## src/rtl/header_creator_pkg.sv

```systemverilog
// Shared types and constants for the N3/N6 GTP-U header blocks.
package header_creator_pkg;

    localparam int unsigned DATA_W = 64;
    localparam int unsigned KEEP_W = 8;
    localparam int unsigned HALF_W = 32;
    localparam int unsigned CNT_W  = 32;

    localparam logic [7:0]  IPV4_VER_IHL      = 8'h45;
    localparam logic [7:0]  IP_PROTO_UDP      = 8'd17;
    localparam logic [15:0] GTPU_UDP_PORT     = 16'd2152;
    localparam logic [7:0]  GTPU_MSG_GPDU     = 8'hFF;
    localparam logic [7:0]  GTPU_EXT_PDU_SESS = 8'h85;

    typedef enum logic [2:0] {
        N6_IDLE,
        N6_HDR,
        N6_FWD,
        N6_FLUSH,
        N6_DROP
    } HC_N6_STATES;

    // Descriptor handed to the N6 egress scheduler alongside each packet.
    typedef struct packed {
        logic [7:0]  int_gate;
        logic [31:0] GTPU_TEID;
        logic [7:0]  QFI;
        logic [15:0] Q_ID;
    } ADS_N6;

endpackage

```

## src/rtl/gtpu_byte_realign.sv

```systemverilog
// Four-byte realignment stage for the N6 stripper.
// Keeps the low half of the previous input beat in a hold register and emits
// {hold, in[63:32]} as the output beat; a flush emits the hold bytes alone.
// Ports: in_* = accepted input beat; hold_load primes hold from the last header
// beat; beat_push / flush_push load the output register; m_* = AXI-stream
// master side; out_free_c = output register can take a new beat this cycle.
module gtpu_byte_realign
    import header_creator_pkg::*;
(
    input  logic              clk,
    input  logic              rst,
    input  logic [DATA_W-1:0] in_data,
    input  logic [KEEP_W-1:0] in_keep,
    input  logic              in_last,
    input  logic              hold_load,
    input  logic              beat_push,
    input  logic              flush_push,
    input  logic              m_tready,
    output logic [DATA_W-1:0] m_tdata,
    output logic [KEEP_W-1:0] m_tkeep,
    output logic              m_tvalid,
    output logic              m_tlast,
    output logic              m_sop,
    output logic              out_free_c
);

    logic [HALF_W-1:0] hold;
    logic [3:0]        hold_keep;
    logic              first;

    assign out_free_c = !m_tvalid || m_tready;

    // Output register plus hold; a last beat with more than four bytes leaves
    // a residual in hold that the flush beat carries with tlast.
    always_ff @(posedge clk or posedge rst) begin
        if (rst) begin
            hold      <= '0;
            hold_keep <= '0;
            first     <= 1'b0;
            m_tdata   <= '0;
            m_tkeep   <= '0;
            m_tvalid  <= 1'b0;
            m_tlast   <= 1'b0;
            m_sop     <= 1'b0;
        end else begin
            if (beat_push) begin
                m_tdata   <= {hold, in_data[DATA_W-1:HALF_W]};
                m_tkeep   <= {4'hF, in_keep[7:4]};
                m_tlast   <= in_last && !in_keep[3];
                m_sop     <= first;
                m_tvalid  <= 1'b1;
                first     <= 1'b0;
                hold      <= in_data[HALF_W-1:0];
                hold_keep <= in_keep[3:0];
            end else if (flush_push) begin
                m_tdata  <= {hold, 32'h0};
                m_tkeep  <= {hold_keep, 4'h0};
                m_tlast  <= 1'b1;
                m_sop    <= first;
                m_tvalid <= 1'b1;
                first    <= 1'b0;
            end else if (m_tready) begin
                m_tvalid <= 1'b0;
            end

            if (hold_load) begin
                hold      <= in_data[HALF_W-1:0];
                hold_keep <= in_keep[3:0];
                first     <= 1'b1;
            end
        end
    end

endmodule

```

## src/rtl/gtpu_header_stripper.sv

```systemverilog
// N3->N6 decapsulator: validates and removes the 36B/44B IPv4/UDP/GTP-U outer
// header, forwards the inner packet realigned to byte 0, and publishes an
// ADS_N6 descriptor for the packet.
// Ports: s_* = N3 input stream (byte0 = tdata[63:56]); m_* = inner packet
// stream; m_sop marks the first output beat; m_meta = descriptor, stable for the
// whole output packet; pkt_ok_cnt / drop_cnt = wrapping packet counters.
module gtpu_header_stripper
    import header_creator_pkg::*;
#(
    parameter logic [7:0]  PORT_ID  = 8'h06,
    parameter logic [15:0] QID_BASE = 16'h0
) (
    input  logic              clk,
    input  logic              rst,
    input  logic [DATA_W-1:0] s_tdata,
    input  logic [KEEP_W-1:0] s_tkeep,
    input  logic              s_tvalid,
    input  logic              s_tlast,
    output logic              s_tready,
    output logic [DATA_W-1:0] m_tdata,
    output logic [KEEP_W-1:0] m_tkeep,
    output logic              m_tvalid,
    output logic              m_tlast,
    input  logic              m_tready,
    output logic              m_sop,
    output logic [DATA_W-1:0] m_meta,
    output logic [CNT_W-1:0]  pkt_ok_cnt,
    output logic [CNT_W-1:0]  drop_cnt
);

    HC_N6_STATES state;
    logic [2:0]  hdr_idx;
    logic        ext;
    logic [31:0] teid;
    logic        flush_pend;
    ADS_N6       meta_q;

    logic        out_free_c;
    logic        s_fire_c;
    logic        beat_err_c;
    logic        last_hdr_c;
    logic        hdr_ok_c;
    logic        hdr_drop_c;
    logic [5:0]  qfi_c;
    logic [31:0] teid_c;

    assign m_meta   = meta_q;
    assign s_tready = (state == N6_HDR) || (state == N6_DROP) ||
                      ((state == N6_FWD) && out_free_c);
    assign s_fire_c = s_tvalid && s_tready;

    // Per-beat header checks; the inner packet always starts at byte 4 of the
    // last header beat (beat 4, or beat 5 when the extension header is present).
    always_comb begin
        beat_err_c = 1'b0;
        last_hdr_c = 1'b0;
        case (hdr_idx)
            3'd0: beat_err_c = (s_tdata[63:56] != IPV4_VER_IHL);
            3'd1: beat_err_c = (s_tdata[55:48] != IP_PROTO_UDP);
            3'd2: beat_err_c = (s_tdata[15:0] != GTPU_UDP_PORT);
            3'd3: beat_err_c = (s_tdata[31:29] != 3'b001) || !s_tdata[28] ||
                               (s_tdata[23:16] != GTPU_MSG_GPDU) ||
                               ((s_tdata[26:24] != 3'b000) && !s_tdata[26]);
            3'd4: begin
                last_hdr_c = !ext;
                beat_err_c = ext && (s_tdata[7:0] != GTPU_EXT_PDU_SESS);
            end
            3'd5: begin
                last_hdr_c = 1'b1;
                beat_err_c = (s_tdata[63:56] != 8'h01) || (s_tdata[39:32] != 8'h00);
            end
            default: ;
        endcase
    end

    // A header ending on tlast is kept only if at least one inner byte follows it.
    assign hdr_ok_c   = (state == N6_HDR) && s_fire_c && last_hdr_c && !beat_err_c &&
                        (!s_tlast || s_tkeep[3]);
    assign hdr_drop_c = (state == N6_HDR) && s_fire_c && !hdr_ok_c &&
                        (beat_err_c || s_tlast);
    assign qfi_c      = (hdr_idx == 3'd5) ? s_tdata[45:40] : 6'd0;
    assign teid_c     = (hdr_idx == 3'd4) ? s_tdata[63:32] : teid;

    // Packet-level control FSM and counters.
    always_ff @(posedge clk or posedge rst) begin
        if (rst) begin
            state      <= N6_IDLE;
            hdr_idx    <= '0;
            ext        <= 1'b0;
            teid       <= '0;
            flush_pend <= 1'b0;
            meta_q     <= '0;
            pkt_ok_cnt <= '0;
            drop_cnt   <= '0;
        end else begin
            case (state)
                N6_IDLE: begin
                    if (s_tvalid) begin
                        state   <= N6_HDR;
                        hdr_idx <= '0;
                        ext     <= 1'b0;
                    end
                end
                N6_HDR: begin
                    if (s_fire_c) begin
                        hdr_idx <= hdr_idx + 3'd1;
                        if (hdr_idx == 3'd3) ext  <= s_tdata[26];
                        if (hdr_idx == 3'd4) teid <= s_tdata[63:32];
                        if (hdr_drop_c) begin
                            drop_cnt <= drop_cnt + 32'd1;
                            state    <= s_tlast ? N6_IDLE : N6_DROP;
                        end else if (hdr_ok_c) begin
                            meta_q.int_gate  <= PORT_ID;
                            meta_q.GTPU_TEID <= teid_c;
                            meta_q.QFI       <= {2'b00, qfi_c};
                            meta_q.Q_ID      <= QID_BASE + {10'd0, qfi_c};
                            if (s_tlast) begin
                                state      <= N6_FLUSH;
                                flush_pend <= 1'b1;
                            end else begin
                                state <= N6_FWD;
                            end
                        end
                    end
                end
                N6_FWD: begin
                    if (s_fire_c && s_tlast) begin
                        state      <= N6_FLUSH;
                        flush_pend <= s_tkeep[3];
                    end
                end
                N6_FLUSH: begin
                    // Emit any residual, then leave once the tlast beat is taken.
                    if (flush_pend) begin
                        if (out_free_c) flush_pend <= 1'b0;
                    end else if (m_tvalid && m_tready && m_tlast) begin
                        state      <= N6_IDLE;
                        pkt_ok_cnt <= pkt_ok_cnt + 32'd1;
                    end
                end
                N6_DROP: begin
                    if (s_fire_c && s_tlast) state <= N6_IDLE;
                end
                default: state <= N6_IDLE;
            endcase
        end
    end

    gtpu_byte_realign u_realign (
        .clk        (clk),
        .rst        (rst),
        .in_data    (s_tdata),
        .in_keep    (s_tkeep),
        .in_last    (s_tlast),
        .hold_load  (hdr_ok_c),
        .beat_push  ((state == N6_FWD) && s_fire_c),
        .flush_push ((state == N6_FLUSH) && flush_pend && out_free_c),
        .m_tready   (m_tready),
        .m_tdata    (m_tdata),
        .m_tkeep    (m_tkeep),
        .m_tvalid   (m_tvalid),
        .m_tlast    (m_tlast),
        .m_sop      (m_sop),
        .out_free_c (out_free_c)
    );

endmodule

```

## config.mk

```make
export PLATFORM = sky130hd
export DESIGN_NAME = gtpu_header_stripper
export DESIGN_NICKNAME = d
export VERILOG_FILES = /design/src/rtl/header_creator_pkg.sv /design/src/rtl/gtpu_byte_realign.sv /design/src/rtl/gtpu_header_stripper.sv
export SDC_FILE = /design/constraint.sdc
export NUM_CORES = 1
export LEC_CHECK = 0
export CAP_MARGIN = 10
export CORE_UTILIZATION = 50
export DETAILED_ROUTE_END_ITERATION = 8
export HOLD_SLACK_MARGIN = 0.15
export PLACE_DENSITY = 0.85
export SYNTH_ARGS = -nofsm -noshare
export SYNTH_HDL_FRONTEND = slang
export SYNTH_HIERARCHICAL = 1
export SYNTH_SLANG_ARGS = --single-unit
```

## constraint.sdc

```tcl
create_clock -name clk -period 6.3 [get_ports clk]
set_input_delay 1.575 -clock clk [delete_from_list [all_inputs] [get_ports clk]]
set_output_delay 1.575 -clock clk [all_outputs]
set_load 0.005 [all_outputs]
```

==> metrics.csv, run 1 <==
metric;value;unit
WP data arrival;3.35;ns
Final Setup Violations;0;
ys async rst share;1.00;
I/O pins;281;
Final Cycle Share;0.782;
# fillers;1669;
ant diodes;0;
DRC;0;
area grow syn2layout;30.4;%
FP Rows;55;
Worst path slowest cell;clkdlybuf4s50_1;
CTS tree;built;
WP buf/inv;2;
Final nets;1245;
Layout Cells excl Fill;1463;
worst clock skew;0.0184;ns
Via density;5.44;
Worst-Margin Slew;1.06;ns
CTS max path bufs;3;
gpl congestion;0.797;
outcome;finished clean;
Die Y;154;um
met3 WL post-DR;2110;um
port bufs;262;
Post-Route WL;27800;um
Yosys warnings;6;
First-pass DRT Iterations;5;
Worst-path clk slew;0.06;ns
vias in the first global route;8224;
Max Cap Violations;0;
Crit. End Element;primary output;
fin worst setup slack;1.38;ns
Critical Path RT;4.72;ns
critical path type;input pin to primary output;
H-tree levels;1;
GRT Total Usage;0.238;
total congestion overflow;0;
share of layout cells above drive strength 1;0.188;
Syn Inst Count;911;
first-pass GRT wire length;45200;um
dpl ws;1.31;ns
initial antenna violation count;0;
delay-heaviest family, CP;buffers and inverters;
reg2reg setup slack;2.88;ns
Starting Density;0.509;
RSZ-0062 raised after global routing;false;
DRT iter0 DRCs;471;
Chip Width;154;um
Relative slew margins;0.293;
Synth cell types;62;
Clock Sinks;255;
Peak supply drop;0.000235;V
DP Cell Count;1416;
crit path time final;4.92;ns
CTS buffer count;28;
commonest non-fill, non-tap cell in the layout;clkdlybuf4s50_1;
clock root buffer;clkbuf_16;
Fin. Hold Viols;0;
fmax;203;MHz
postcts setup bufs;0;
Final ANT Viol Nets;0;
DR WL met2;13300;um
DP HPWL;18700;um
clk_lat worst skew;0.54;ns
Top Metal Used;met4;
hold_buf cts;0;
WHS;0.481;ns
Syn Area/Cell;12.6;um^2
Setup crit start kind;input pin;
TNS Setup;0;ns
commonest non-fill, non-tap cells in the layout;clkdlybuf4s50_1, dfrtp_1, mux2_2, nand2_1, xnor2_1;
Vias;7953;
# resized after CTS;0;
Crit Path Max Fanout;5;
post-synthesis sequential area ratio;0.554;
core region area;22600;um^2
Post-synth EDFFs;0;
PwrDens;345;nW/um^2
register bit count reported by yosys;255;
DR WL/cell;19.0;um
DRT met1 WL;11700;um
Synth Flop Type;dfrtp_1;
Die ar.;23700;um^2
Leak Pwr;6.96;nW
CP cell instances;clkdlybuf4s50_1, nand2b_1, nor2b_1, a21oi_1, nand2_1, o21a_1, clkdlybuf4s50_1;
cell mode on critical path;clkdlybuf4s50_1;
CP max stage delay;0.51;ns
largest net degree at the start of global routing;109;
mapped cell area;11500;um^2
HP Class;register to register;
Max Slew Vio Count;0;
## registers in the layout, indices dropped and copies added, names as in the netlist, 3 cells and up
register and flops:
u_realign/m_tkeep 8, u_realign/hold 32, teid 32, state 3, m_meta 39, drop_cnt 32
pkt_ok_cnt 32, u_realign/m_tdata 64, hdr_idx 3, u_realign/hold_keep 4
## path summary, 6_finish.rpt
check,from,to,depth (start not counted)
setup / recovery,m_tready,s_tready,7
hold / removal,u_realign/first$_DFFE_PP0P_,u_realign/first$_DFFE_PP0P_,1
setup reg to reg,hdr_idx[0]$_DFFE_PP0P_,u_realign/hold[30]$_DFFE_PP0P_,10
hold reg to reg,u_realign/first$_DFFE_PP0P_,u_realign/first$_DFFE_PP0P_,1
max in group asynchronous,rst,u_realign/hold[23]$_DFFE_PP0P_,3
min in group asynchronous,rst,pkt_ok_cnt[9]$_DFFE_PP0P_,2
## where the power goes
part | total [mW] | internal [mW] | switching, mW
Combinational | 1.41 | 0.850 | 0.556
Sequential | 2.26 | 2.01 | 0.250
Clock | 1.51 | 0.873 | 0.636
Total | 5.18 | 3.74 | 1.44
## through the flow
step	area [um^2]	utilization	total power [mW]
finish	15000	0.663	5.18
global route	15000	0.663	5.45
CTS	15000	0.663	5.22
detailed placement	14200	0.626	3.68
global placement	14200	0.626	3.62
floorplan	11600	-	2.97
## area by class of cell
| class | instances | area (um^2) | share of cell area |
|---|---|---|---|
| tap | 285 | 357 | 0.0237 |
| clock inverter | 4 | 33.8 | 0.00225 |
| multi-input combinational | 597 | 4720 | 0.314 |
| inverter | 10 | 45.0 | 0.00300 |
| sequential | 255 | 6380 | 0.425 |
| timing repair buffer | 269 | 2680 | 0.178 |
| clock buffer | 43 | 807 | 0.0537 |
## kinds of logic after synthesis
group	Yosys count	share of synthesized area
DFF	255	0.554
buffers and inverters	76	0.0430
AOI/OAI and AO/OA	73	0.0395
other	1	0.000325
muxes	173	0.179
and+or+nand+nor	264	0.130
adders and majority gates	7	0.00760
xor gates and xnor gates	62	0.0471
## cell usage after synthesis (10+ instances only)
master    instances  area, um^2
and3_1           28         175
and4_1           10        87.6
buf_4            28         210
clkbuf_1         20        75.1
dfrtp_1         255        6380
mux2_1           11         124
mux2_2          132        1490
mux2_4           30         450
nand2_1          65         244
nand2b_1         39         244
nand3_1          35         175
nand4_1          23         144
nor2_1           21        78.8
o21ai_0          42         210
xnor2_1          50         438
xor2_1           12         105
## worst reg2reg max path, stage by stage, from the launching register on
cell and delay, ns:
dfrtp_1 0.42, inv_1 0.10, ha_1 0.29, nand2_1 0.13
a41oi_1 0.43, o2bb2ai_2 0.16, and3_1 0.18, nand4_2 0.14
inv_2 0.26, nor2_8 0.74, mux2_2 0.44
## metal layers
| metal | vias to the layer above | GRT usage |
|---|---|---|
| met1 | 3983 | 0.312 |
| met5 | - | 0 |
| li1 | 3659 | - |
| met4 | 0 | 0.0633 |
| met2 | 263 | 0.390 |
| met3 | 48 | 0.0674 |
No activity file was read; power rests on OpenSTA's default activity.
==> run 2: changes to the inputs <==
Settings changed: CORE_UTILIZATION 50 to 45, PLACE_DENSITY 0.85 to 0.81.
Clock period 6.3 ns to 4.35 ns, I/O delays scaled along.
==> run 2 against run 1 <==
Clock power is 62% higher; critical path type unchanged; die area is 11% higher; first-iteration DRC count rose by 3.6%; largest power group unchanged.
==> metrics.csv, run 2 (synthesized netlist as in run 1, its figures left out) <==
metric;value;unit;change
sw frac;0.270;;-0.00821
Seq pwr share;0.422;;-0.015
FP Rows;58;;+5.5%
crit path time final;3.92;ns;
CTS tree;built;;
CP cell instances;clkdlybuf4s50_1, nand2b_1, nor2b_1, a21oi_1, nand2_1, o21a_1, clkdlybuf4s50_1;;
Chip Width;162;um;+5.3%
share of layout cells above drive strength 1;0.200;;+0.0117
multi-input logic area;4720;um^2;unchanged
fin worst setup slack;0.427;ns;-0.950 ns
Critical Path RT;3.26;ns;-1.46 ns
port bufs;262;;unchanged
R2R depth;10;;unchanged
RR Endpoint;u_realign/hold[30]$_DFFE_PP0P_;;
core region area;25200;um^2;+11%
Crit. End Element;primary output;;
commonest non-fill, non-tap cell in the layout;clkdlybuf4s50_1;;
max reg flops;64;;unchanged
Fin. Hold Viols;0;;unchanged
Via density;5.22;;-3.9%
commonest non-fill, non-tap cells in the layout;clkdlybuf4s50_1, dfrtp_1, mux2_2, nand2_1, xnor2_1;;
CTS max path bufs;3;;unchanged
Crit path depth;7;;unchanged
clk_lat worst skew;0.53;ns;about the same
Clock Sinks;255;;unchanged
Comb power frac;0.263;;-0.008
Worst-Margin Slew;0.980;ns;-0.0765 ns
Final Cycle Share;0.902;;
vias in the first global route;8189;;-0.43%
H-tree levels;1;;unchanged
dpl ws;0.287;ns;-1.02 ns
fmax;255;MHz;
Relative slew margins;0.345;;+0.0516
Final nets;1252;;+0.56%
PwrDens;506;nW/um^2;+47%
Setup crit start kind;input pin;;
Post-Route WL;28000;um;+0.69%
DRC;0;;unchanged
Worst-path clk slew;0.06;ns;about the same
total congestion overflow;0;;unchanged
Clock power frac;0.315;;+0.023
CP max stage delay;0.53;ns;+0.02 ns
RR Startpoint;hdr_idx[0]$_DFFE_PP0P_;;
I/O pins;281;;unchanged
hold_buf cts;0;;unchanged
worst clock skew;0.0123;ns;-0.00615 ns
# fillers;1998;;+20%
DRT iter0 DRCs;488;;+3.6%
clock root buffer;clkbuf_16;;
Final Setup Violations;0;;unchanged
crit path from;m_tready;;
WP buf/inv;2;;unchanged
postcts setup bufs;0;;unchanged
largest net degree at the start of global routing;62;;-43%
DR WL/cell;18.4;um;-3.0%
ant diodes;0;;unchanged
# resized after CTS;0;;unchanged
Die Y;162;um;+5.3%
DP HPWL;19300;um;+2.8%
Vias;7936;;-0.21%
register name with the most flops;u_realign/m_tdata;;
Total Power;7.74;mW;+50%
critical path type;input pin to primary output;;
RSZ-0062 raised after global routing;false;;
Die ar.;26200;um^2;+11%
Crit Path Max Fanout;5;;unchanged
Starting Density;0.458;;-0.0514
Max Cap Violations;0;;unchanged
cell mode on critical path;clkdlybuf4s50_1;;
CTS buffer count;28;;unchanged
Leak Pwr;7.07;nW;+1.6%
Peak supply drop;0.000448;V;+90%
reg2reg setup slack;1.09;ns;-1.79 ns
GRT Total Usage;0.217;;-0.0219
Final ANT Viol Nets;0;;unchanged
first-pass GRT wire length;45300;um;+0.23%
outcome;finished clean;;
gpl congestion;0.794;;-0.44%
flip-flop and latch area;6380;um^2;unchanged
First-pass DRT Iterations;4;;-1
Max Slew Vio Count;0;;unchanged
Worst path slowest cell;clkdlybuf4s50_1;;
WP data arrival;2.84;ns;-0.51 ns
initial antenna violation count;0;;unchanged
TNS Setup;0;ns;unchanged
HP Class;register to register;;
delay-heaviest family, CP;buffers and inverters;;
NetSw;2.09;mW;+45%
area grow syn2layout;32.7;%;
Internal;5.65;mW;+51%
crit path capture;s_tready;;
==> run 2: power by group through the flow <==
| stage | combinational, mW | sequential, mW | clock, mW |
|---|---|---|---|
| 2_1_floorplan | 1.08 | 3.23 | 0 |
| 3_3_place_gp | 2.00 | 3.27 | 0 |
| 3_5_place_dp | 2.04 | 3.30 | 0 |
| 4_1_cts | 2.06 | 3.27 | 2.49 |
| 5_1_grt | 2.22 | 3.34 | 2.59 |
| 6_report | 2.04 | 3.27 | 2.44 |
==> run 2: layer usage <==
layer | global-route usage | wire (um)
met5 | 0 | 0
met4 | 0.0557 | 664
met3 | 0.0541 | 1950
met2 | 0.351 | 13300
met1 | 0.290 | 12100
==> run 2: per-stage QoR <==
stage / util / hold WS [ns] / std cells / area, um^2
finish: 0.607 / 0.475 / 1519 / 15300
global route: 0.607 / 0.495 / 1519 / 15300
CTS: 0.607 / 0.480 / 1519 / 15300
detailed placement: 0.569 / 0.468 / 1468 / 14300
global placement: 0.569 / 0.461 / 1468 / 14300
floorplan: - / 0.445 / 928 / 11600
==> run 2: worst min-delay path by stage <==
stage,slack [ns],endpoint,from,depth (start not counted)
after global placement,0.46,pkt_ok_cnt[31]$_DFFE_PP0P_,pkt_ok_cnt[31]$_DFFE_PP0P_,1
final,0.47,pkt_ok_cnt[31]$_DFFE_PP0P_,pkt_ok_cnt[31]$_DFFE_PP0P_,1
after global routing,0.50,pkt_ok_cnt[31]$_DFFE_PP0P_,pkt_ok_cnt[31]$_DFFE_PP0P_,1
after detailed placement,0.47,pkt_ok_cnt[31]$_DFFE_PP0P_,pkt_ok_cnt[31]$_DFFE_PP0P_,1
after CTS,0.48,pkt_ok_cnt[31]$_DFFE_PP0P_,pkt_ok_cnt[31]$_DFFE_PP0P_,1
after floorplan,0.45,u_realign/first$_DFFE_PP0P_,u_realign/first$_DFFE_PP0P_,1
==> run 2: final cells by class <==
cell class,instances,share of cell area
Sequential cell,255,0.417
Multi-Input combinational cell,597,0.309
Timing Repair Buffer,276,0.181
Clock buffer,40,0.0541
Tap cell,330,0.0270
Clock inverter,11,0.00884
Inverter,10,0.00286
==> patch, RTL diff (settings of run 1) <==
Encoding of `HC_N6_STATES`: now one-hot (5 bits for 5 states).
--- a/src/rtl/header_creator_pkg.sv
+++ b/src/rtl/header_creator_pkg.sv
@@ -12,12 +12,12 @@
     localparam logic [7:0]  GTPU_MSG_GPDU     = 8'hFF;
     localparam logic [7:0]  GTPU_EXT_PDU_SESS = 8'h85;
 
-    typedef enum logic [2:0] {
-        N6_IDLE,
-        N6_HDR,
-        N6_FWD,
-        N6_FLUSH,
-        N6_DROP
+    typedef enum logic [4:0] {
+        N6_IDLE  = 5'b00001,
+        N6_HDR   = 5'b00010,
+        N6_FWD   = 5'b00100,
+        N6_FLUSH = 5'b01000,
+        N6_DROP  = 5'b10000
     } HC_N6_STATES;
 
     // Descriptor handed to the N6 egress scheduler alongside each packet.
Check against the original RTL: same outputs for any inputs over 4 cycles, from zero or initial values and one cycle with rst high; so few cycles prove little.
==> patch against run 1 <==
Global-route usage rose by 0.29 points. Clock skew fell by 0.0047 ns. Sequential cell count rose by 2. Critical path depth fell by 2. Count of clock-buffer cells in the layout fell by 2. Design area rose by 0.49%. Setup slack improved by 0.16 ns. Highest routed layer unchanged. Synthesized area rose by 0.30%. Non-clock buffer count did not move. Wire length rose by 2.0%. Power fell by 11%. Via count rose by 5.2%.
==> patch: results (changes against run 1) <==
status -> completed
DR vias -> 8370 (+5.2%)
sequential fraction of the synthesis area -> 0.557 (+0.00276)
minimum clock period -> 4.76 ns (-0.163 ns)
Post-DP Area -> 0.0142 sq mm (+0.16%)
initial antenna violation count -> 0 (unchanged)
P_leak -> 7.26 nW (+4.3%)
slowest stage delay, CP -> 0.48 ns (-0.03 ns)
Clk pwr share -> 0.345 (+0.053)
fin cells -> 1516 (+3.6%)
met1 Use GR -> 0.319 (+0.00682)
slew margin rel. -> 0.262 (-0.0311)
fraction of layout cells with a size suffix above 1 -> 0.145 (-0.0439)
fraction of synthesized area in multiplexers -> 0.139 (-0.0402)
synth cell count leaders -> dfrtp_1 (256), mux2_2 (71), nand2_1 (70)
met3 Usage GRT -> 0.0375 (-0.0299)
nets@finish -> 1295 (+4.0%)
Flop pwr share -> 0.449 (+0.012)
compound-cell area share of the yosys netlist -> 0.0593 (+0.0198)
synthesized area per cell -> 11.9 sq um (-5.8%)
Adder-Cell Fraction of Synth Area -> 0.00758 (-0.0000230)
Max IR drop VDD -> 201 uV (-15%)
Hold EP -> pkt_ok_cnt[31]
worst flop-to-flop path startpoint -> state[1]
vias in the first global route -> 8473 (+3.0%)
WHS -> 0.470 ns (-0.0104 ns)
largest cells by area after synthesis -> dfrtp_1 (55%), mux2_2 (6.9%), mux2_4 (3.9%)
Starting DRT DRC Count -> 603 (+28%)
P per Cell Area -> 304 mW/mm^2 (-12%)
met2 wire len -> 13900 um (+5.1%)
worst slack at placement -> 1.58 ns (+0.270 ns)
total iterations of the first detailed-routing run -> 4 (-1)
grt met2 use -> 0.404 (+0.0141)
flop-to-flop setup slack -> 3.27 ns (+0.39 ns)
placed wire-length estimate -> 19200 um (+2.3%)
GRT Overall Usage -> 0.241 (+0.00287)
met3 wire length -> 1520 um (-28%)
hold path depth -> 1 (unchanged)
global-route wire length before repair -> 45900 um (+1.5%)
RD Place Congestion -> 0.835 (+4.8%)
Pint -> 3.38 mW (-9.6%)
xor/xnor share of the synthesized area -> 0.0485 (+0.00137)
GRT overflow -> 0 (unchanged)
Hold Startpoint -> pkt_ok_cnt[31]
WL met1 -> 11900 um (+1.3%)
Syn. warnings -> 6 (unchanged)
sequential cell area -> 0.00643 sq mm (+0.80%)
Total Routed Length -> 28300 um (+2.0%)
Reg2Reg Depth -> 7 (-3)
worst-case clock skew -> 0.0137 ns (-0.00468 ns)
Placed Instances -> 1467 (+3.6%)
FILL cells -> 1618 (-3.1%)
FF-to-FF End -> flush_pend
CTS Buf Count -> 27 (-3.6%)
Netlist cell types -> 64 (+3.2%)
## patch: cell types whose count changed in the layout (fill, tap and decap cells not counted), moves of 11 or more
cell	before	now
xor2_1	12	25
and3_1	28	9
mux2_2	132	71
nor2_1	20	56
inv_1	6	18
a21oi_1	3	36
mux2i_1	0	33
xnor2_1	50	39
## patch: final cells by class
type / instances / share of cell area
repair buffers: 269 / 0.177
inverters: 20 / 0.00547
multi-input cells: 636 / 0.308
flip-flops and latches: 257 / 0.426
well taps: 285 / 0.0236
clock inverters: 8 / 0.00622
clock buffers: 41 / 0.0529
## patch: how the worst max path moves through the flow
stage / start / endpoint / cells past startpoint
after floorplan: rst / drop_cnt[0] / 1
after detailed placement: m_tready / s_tready / 5
after CTS: m_tready / s_tready / 5
after global routing: m_tready / s_tready / 5
after global placement: m_tready / s_tready / 5
final: m_tready / s_tready / 5
## patch: cell families after synthesis
family | after synthesis
compound gates | 117
xor+xnor | 64
fa+ha+maj | 7
buf+inv | 94
flops | 257
mux | 136
other cells | 1
simple gates | 294
